`config.mk`:
```
export PLATFORM = sky130hd
export DESIGN_NAME = ps2_rx_frame_funcmod
export DESIGN_NICKNAME = d
export VERILOG_FILES = /design/src/rtl/ps2_rx_frame_funcmod.sv
export SDC_FILE = /design/constraint.sdc
export NUM_CORES = 1
export LEC_CHECK = 0
export CAP_MARGIN = 20
export CORE_MARGIN = 2
export CORE_UTILIZATION = 51
export DETAILED_ROUTE_END_ITERATION = 10
export GPL_TIMING_DRIVEN = 0
export PLACE_DENSITY = 0.71
export SLEW_MARGIN = 20
export SYNTH_ARGS = -nofsm -noshare
export SYNTH_HDL_FRONTEND = slang
export SYNTH_SLANG_ARGS = --single-unit
```
`constraint.sdc`:
```
create_clock -name CLOCK -period 1.6 [get_ports CLOCK]
set_input_delay 0.16 -clock CLOCK [delete_from_list [all_inputs] [get_ports CLOCK]]
set_output_delay 0.16 -clock CLOCK [all_outputs]
set_load 0.005 [all_outputs]
```
`src/rtl/ps2_rx_frame_funcmod.sv`:
```
// PS/2 device-to-host frame receiver: pin sync, clock deglitch, 11-bit frame check, E0/F0 prefix folding.
// Optional PS2_PARITY_CHECK_EN: when defined, odd-parity failures abort the frame as an error.
module ps2_rx_frame_funcmod #(
  parameter int FILTER_LEN  = 4,
  parameter int TIMEOUT_CYC = 100000
) (
  input  logic       CLOCK,
  input  logic       RST,
  input  logic       PS2_CLK,
  input  logic       PS2_DAT,
  output logic       oTrig,
  output logic [7:0] oData,
  output logic       oExt,
  output logic       oBreak,
  output logic       oErr,
  output logic [2:0] oState
);

  localparam int FCW = $clog2(FILTER_LEN) + 1;
  localparam int TCW = (TIMEOUT_CYC > 1) ? $clog2(TIMEOUT_CYC) : 1;
  localparam logic [FCW-1:0] FC_MAX = FCW'(FILTER_LEN - 1);
  localparam logic [TCW-1:0] TO_MAX = TCW'(TIMEOUT_CYC - 1);

  typedef enum logic [2:0] {
    S_IDLE   = 3'd0,
    S_DATA   = 3'd1,
    S_PARITY = 3'd2,
    S_STOP   = 3'd3,
    S_DONE   = 3'd4,
    S_ERR    = 3'd5
  } state_t;

  logic           clk_meta_q, clk_sync_q, dat_meta_q, dat_sync_q;
  logic           flt_lvl_q;
  logic [FCW-1:0] flt_cnt_q;
  logic [TCW-1:0] to_cnt_q, to_cnt_d;
  state_t         state_q, state_d;
  logic [2:0]     bit_q, bit_d;
  logic [7:0]     shift_q, shift_d;
  logic           par_q, par_d;
  logic           ext_q, ext_d, brk_q, brk_d;
  logic           trig_q, trig_d, err_q, err_d;
  logic [7:0]     data_q, data_d;
  logic           oext_q, oext_d, obrk_q, obrk_d;

  logic flt_diff, flt_flip, fall, in_frame, to_hit, par_ok, par_good;

  assign flt_diff = clk_sync_q != flt_lvl_q;
  assign flt_flip = flt_diff && (flt_cnt_q == FC_MAX);
  assign fall     = flt_flip && flt_lvl_q;
  assign in_frame = (state_q == S_DATA) || (state_q == S_PARITY) || (state_q == S_STOP);
  assign to_hit   = in_frame && (to_cnt_q == TO_MAX);
  assign par_ok   = ^{shift_q, par_q};

`ifdef PS2_PARITY_CHECK_EN
  assign par_good = par_ok;
`else
  // Parity is still captured and evaluated, but never gates frame acceptance.
  assign par_good = par_ok | 1'b1;
`endif

  always_comb begin
    to_cnt_d = (!in_frame || flt_flip) ? '0 : to_cnt_q + 1'b1;
  end

  always_comb begin
    state_d = state_q;
    bit_d   = bit_q;
    shift_d = shift_q;
    par_d   = par_q;
    ext_d   = ext_q;
    brk_d   = brk_q;
    trig_d  = 1'b0;
    err_d   = 1'b0;
    data_d  = data_q;
    oext_d  = oext_q;
    obrk_d  = obrk_q;
    case (state_q)
      S_IDLE: if (fall && !dat_sync_q) begin
        state_d = S_DATA;
        bit_d   = 3'd0;
      end
      S_DATA: if (fall) begin
        shift_d[bit_q] = dat_sync_q;
        bit_d          = bit_q + 3'd1;
        if (bit_q == 3'd7) state_d = S_PARITY;
      end
      S_PARITY: if (fall) begin
        par_d   = dat_sync_q;
        state_d = S_STOP;
      end
      S_STOP: if (fall) begin
        if (dat_sync_q && par_good) begin
          state_d = S_DONE;
          if (shift_q == 8'hE0)      ext_d = 1'b1;
          else if (shift_q == 8'hF0) brk_d = 1'b1;
          else begin
            trig_d = 1'b1;
            data_d = shift_q;
            oext_d = ext_q;
            obrk_d = brk_q;
            ext_d  = 1'b0;
            brk_d  = 1'b0;
          end
        end else begin
          state_d = S_ERR;
          err_d   = 1'b1;
          ext_d   = 1'b0;
          brk_d   = 1'b0;
        end
      end
      S_DONE:  state_d = S_IDLE;
      S_ERR:   state_d = S_IDLE;
      default: state_d = S_IDLE;
    endcase
    // A fall in the same cycle as expiry wins; only a silent line times out.
    if (to_hit && !fall) begin
      state_d = S_ERR;
      err_d   = 1'b1;
      ext_d   = 1'b0;
      brk_d   = 1'b0;
    end
  end

  always_ff @(posedge CLOCK) begin
    if (RST) begin
      clk_meta_q <= 1'b1;
      clk_sync_q <= 1'b1;
      dat_meta_q <= 1'b1;
      dat_sync_q <= 1'b1;
      flt_lvl_q  <= 1'b1;
      flt_cnt_q  <= '0;
      to_cnt_q   <= '0;
      state_q    <= S_IDLE;
      bit_q      <= '0;
      shift_q    <= '0;
      par_q      <= 1'b0;
      ext_q      <= 1'b0;
      brk_q      <= 1'b0;
      trig_q     <= 1'b0;
      err_q      <= 1'b0;
      data_q     <= '0;
      oext_q     <= 1'b0;
      obrk_q     <= 1'b0;
    end else begin
      clk_meta_q <= PS2_CLK;
      clk_sync_q <= clk_meta_q;
      dat_meta_q <= PS2_DAT;
      dat_sync_q <= dat_meta_q;
      if (flt_flip) begin
        flt_lvl_q <= ~flt_lvl_q;
        flt_cnt_q <= '0;
      end else if (flt_diff) begin
        flt_cnt_q <= flt_cnt_q + 1'b1;
      end else begin
        flt_cnt_q <= '0;
      end
      to_cnt_q <= to_cnt_d;
      state_q  <= state_d;
      bit_q    <= bit_d;
      shift_q  <= shift_d;
      par_q    <= par_d;
      ext_q    <= ext_d;
      brk_q    <= brk_d;
      trig_q   <= trig_d;
      err_q    <= err_d;
      data_q   <= data_d;
      oext_q   <= oext_d;
      obrk_q   <= obrk_d;
    end
  end

  assign oTrig  = trig_q;
  assign oErr   = err_q;
  assign oData  = data_q;
  assign oExt   = oext_q;
  assign oBreak = obrk_q;
  assign oState = state_q;

endmodule

```
==> out/qor.yml <==
cts_buffer_depth: 2
vdd_ir_drop_max_mv: 0.4768
globalRouteOverflowTotal: 0
synth-seq-area-share: 0.4724
finalCritPeriodShare: 1.093
grt_pass1_wl_mm: 7.645
synth_top_area_share: 0.4724
diodes: 0
start_util: 0.5230
wire_per_inst_um: 14.76
drive_gt1_frac: 0.2626
synthToLayoutAreaGrowth_pct: 30.42
required_ns: 1.81
nNetsFinal: 286
hold_path.class: "in2reg"
stdcell_count: 330
synth_area_leaders: "dfxtp_1, mux2i_1, nand2b_1"
htree_levels: 2
hold_buffers: 0
fp.dieH_um: 70.36
drt_wl_total_mm: 4.872
fp.coreArea_sq_um: 4294
dr.pass1.iters: 4
yosys.cell_count.top_type: "dfxtp_1"
drtAntennaViolNets: 0
numPortBuffers: 18
power_density_nw_per_um2: 718.2
ys_seq_elements: 53
ios: 19
drc: 0
async_flop_share: 0
cts_sinks: 53
hpwlAfterDp_mm: 2.952
synthFlopType: "dfxtp_1"
slowest_delay_ns: 0.36
maxSlewHeadroom: 0.6315
criticalPathCategory: "reg2reg"
ys_warn_count: 0
drtIter0Drc: 149
grt_pass1_vias: 1667
finalSetupTns_ns: -1.560
clk_pin_slew_ns: 0.10
synth_area_leader_cell: "dfxtp_1"
fin_skew_ns: 0.01415
die_w_um: 70.36
violations: "negative setup slack"
vias: 1829
synthCells: 234
dp.cells: 304
cp.arrival_ns: 1.96
ys_types: 41
grt_setup_unrepaired: "true"
cts_tree: "done"
drv_slew: 0
crit_path_max_fanout: 5
antenna_found_initial: 0
grtUsageTotal: 0.1917
dieArea_sq_um: 4951
clkLatencyLatePin_ns: 0.31
hold_viol: 0
fmax_mhz: 571.6
p_leak_nw: 1.055
status: "finished, violations left"
cp-start-kind: "register"
path_cells: "ha_4 > ha_4 > nand4b_1 > nor3b_4 > buf_4 > buf_6 > a21oi_2 > nor4_2"
rows: 24
cts_buffers: 5
ff2ff_path_depth: 8
synth_edf_count: 0
worst_pin_slew_ns: 0.5527
cp-end-kind: "register"
critical_path.most_common_cell: "ha_4"
period_needed_ns: 1.750
viasPerCell: 5.542
synth.avg_cell_area_sq_um: 9.598
finalSetupViolCount: 20
drv_cap: 0
worst_slack_ns: -0.1496
gp_congestion: 0.7586
grt_start_max_net_pins: 15
syn-num-nets: 243
n_fill_cell: 352
yosys-top-cells-count: "dfxtp_1, nor2_1, nand2b_1"
hold-path-cell-count: 2
cts_root_buf: "clkbuf_8"
post-route-util: 0.6821
syn_area_sq_um: 2246
crit_slowest_cell: "dfxtp_2"
[state kept, by name (all words and copies together) (netlist names), 3 cells and up]
| signal | cells |
|---|---|
| bit_q | 3 |
| flt_cnt_q | 3 |
| oData | 8 |
| oState | 3 |
| shift_q | 8 |
| to_cnt_q | 17 |
[through the flow]
step | setup WS [ns] | power (mW) | hold slack [ns] | instance area (sq um)
6_report | -0.1496 | 2.104 | 0.4128 | 2929
5_1_grt | -0.2264 | 2.169 | 0.4190 | 2929
4_1_cts | -0.09432 | 2.122 | 0.4044 | 2765
3_5_place_dp | -0.5802 | 1.404 | 0.3932 | 2535
3_3_place_gp | -0.5477 | 1.403 | 0.3921 | 2535
2_1_floorplan | -0.02749 | 1.386 | 0.2638 | 2290
[cell usage in the layout (no fill, tap or decap), types with 3 or more instances in the layout]
| cell type | n |
|---|---|
| a21oi_1 | 5 |
| a21oi_2 | 6 |
| and3_1 | 5 |
| buf_4 | 16 |
| buf_6 | 7 |
| clkbuf_1 | 7 |
| clkbuf_8 | 5 |
| clkdlybuf4s50_1 | 18 |
| dfxtp_1 | 44 |
| dfxtp_2 | 8 |
| ha_4 | 3 |
| inv_1 | 4 |
| mux2i_1 | 18 |
| nand2_1 | 11 |
| nand2b_1 | 21 |
| nand3_1 | 4 |
| nand4_1 | 9 |
| nor2_1 | 21 |
| nor2_2 | 3 |
| nor3b_2 | 4 |
| o21ai_0 | 3 |
| or2_2 | 4 |
| or3_1 | 3 |
| xor2_1 | 12 |
[cell type report]
cell class              count  area [sq um]  area share
multi-input cells         166          1291      0.4408
flip-flops and latches     53          1075      0.3669
repair buffers             38         345.3      0.1179
clock buffers               8         80.08     0.02734
well taps                  52         65.06     0.02221
plain buffers               9         57.56     0.01965
inverters                   4         15.01    0.005126
[per-layer routing]
layer	vias up	track usage	wire (um)	part of all wire
li1	906	-	-	-
met1	884	0.2807	2446	0.50
met2	33	0.2799	2201	0.45
met3	6	0.04329	181	0.037
met4	0	0.05769	42	0.0086
met5	-	0	0	0
[logic make-up after synthesis]
group           Yosys count  synth area share
xor+xnor                 13           0.05070
compound gates           21           0.05961
flops                    53            0.4724
fa+ha+maj                 5           0.02786
mux                      18           0.08022
simple gates            109            0.2802
buf+inv                  15           0.02896
[path summary, 6_finish.rpt]
kind	from	end	slack (ns)
hold reg to reg	dat_meta_q	dat_sync_q	0.41
hold / removal	PS2_CLK	clk_meta_q	0.41
setup reg to reg	flt_cnt_q[0]	ext_q	-0.15
setup / recovery	flt_cnt_q[0]	ext_q	-0.15
[where the power goes]
| part | leakage [nW] | total (mW) | switching [mW] | internal [mW] |
|---|---|---|---|---|
| Combinational | 0.583 | 0.0461 | 0.0235 | 0.0226 |
| Clock | 0.0395 | 0.732 | 0.420 | 0.312 |
| Sequential | 0.433 | 1.33 | 0.00445 | 1.32 |
[repair_timing]
item | 4_1_cts | 5_1_grt
hold endpoints to repair | 0 | 0
cloned | 0 | 1
setup endpoints to repair | 33 | 27
pin swaps | 9 | 12
resized for setup | 20 | 28
buffers inserted | 10 | 10
[worst max-delay path, delay by kind of cell, from the launching register on]
family	cells	cell delay [ns]
AND/OR/NAND/NOR	3	0.71
flip-flops	1	0.36
adder cells (fa/ha/maj)	2	0.27
buffers and inverters	2	0.26
AO/OA/AOI/OAI	1	0.05
No activity file was read; power rests on OpenSTA's default activity.
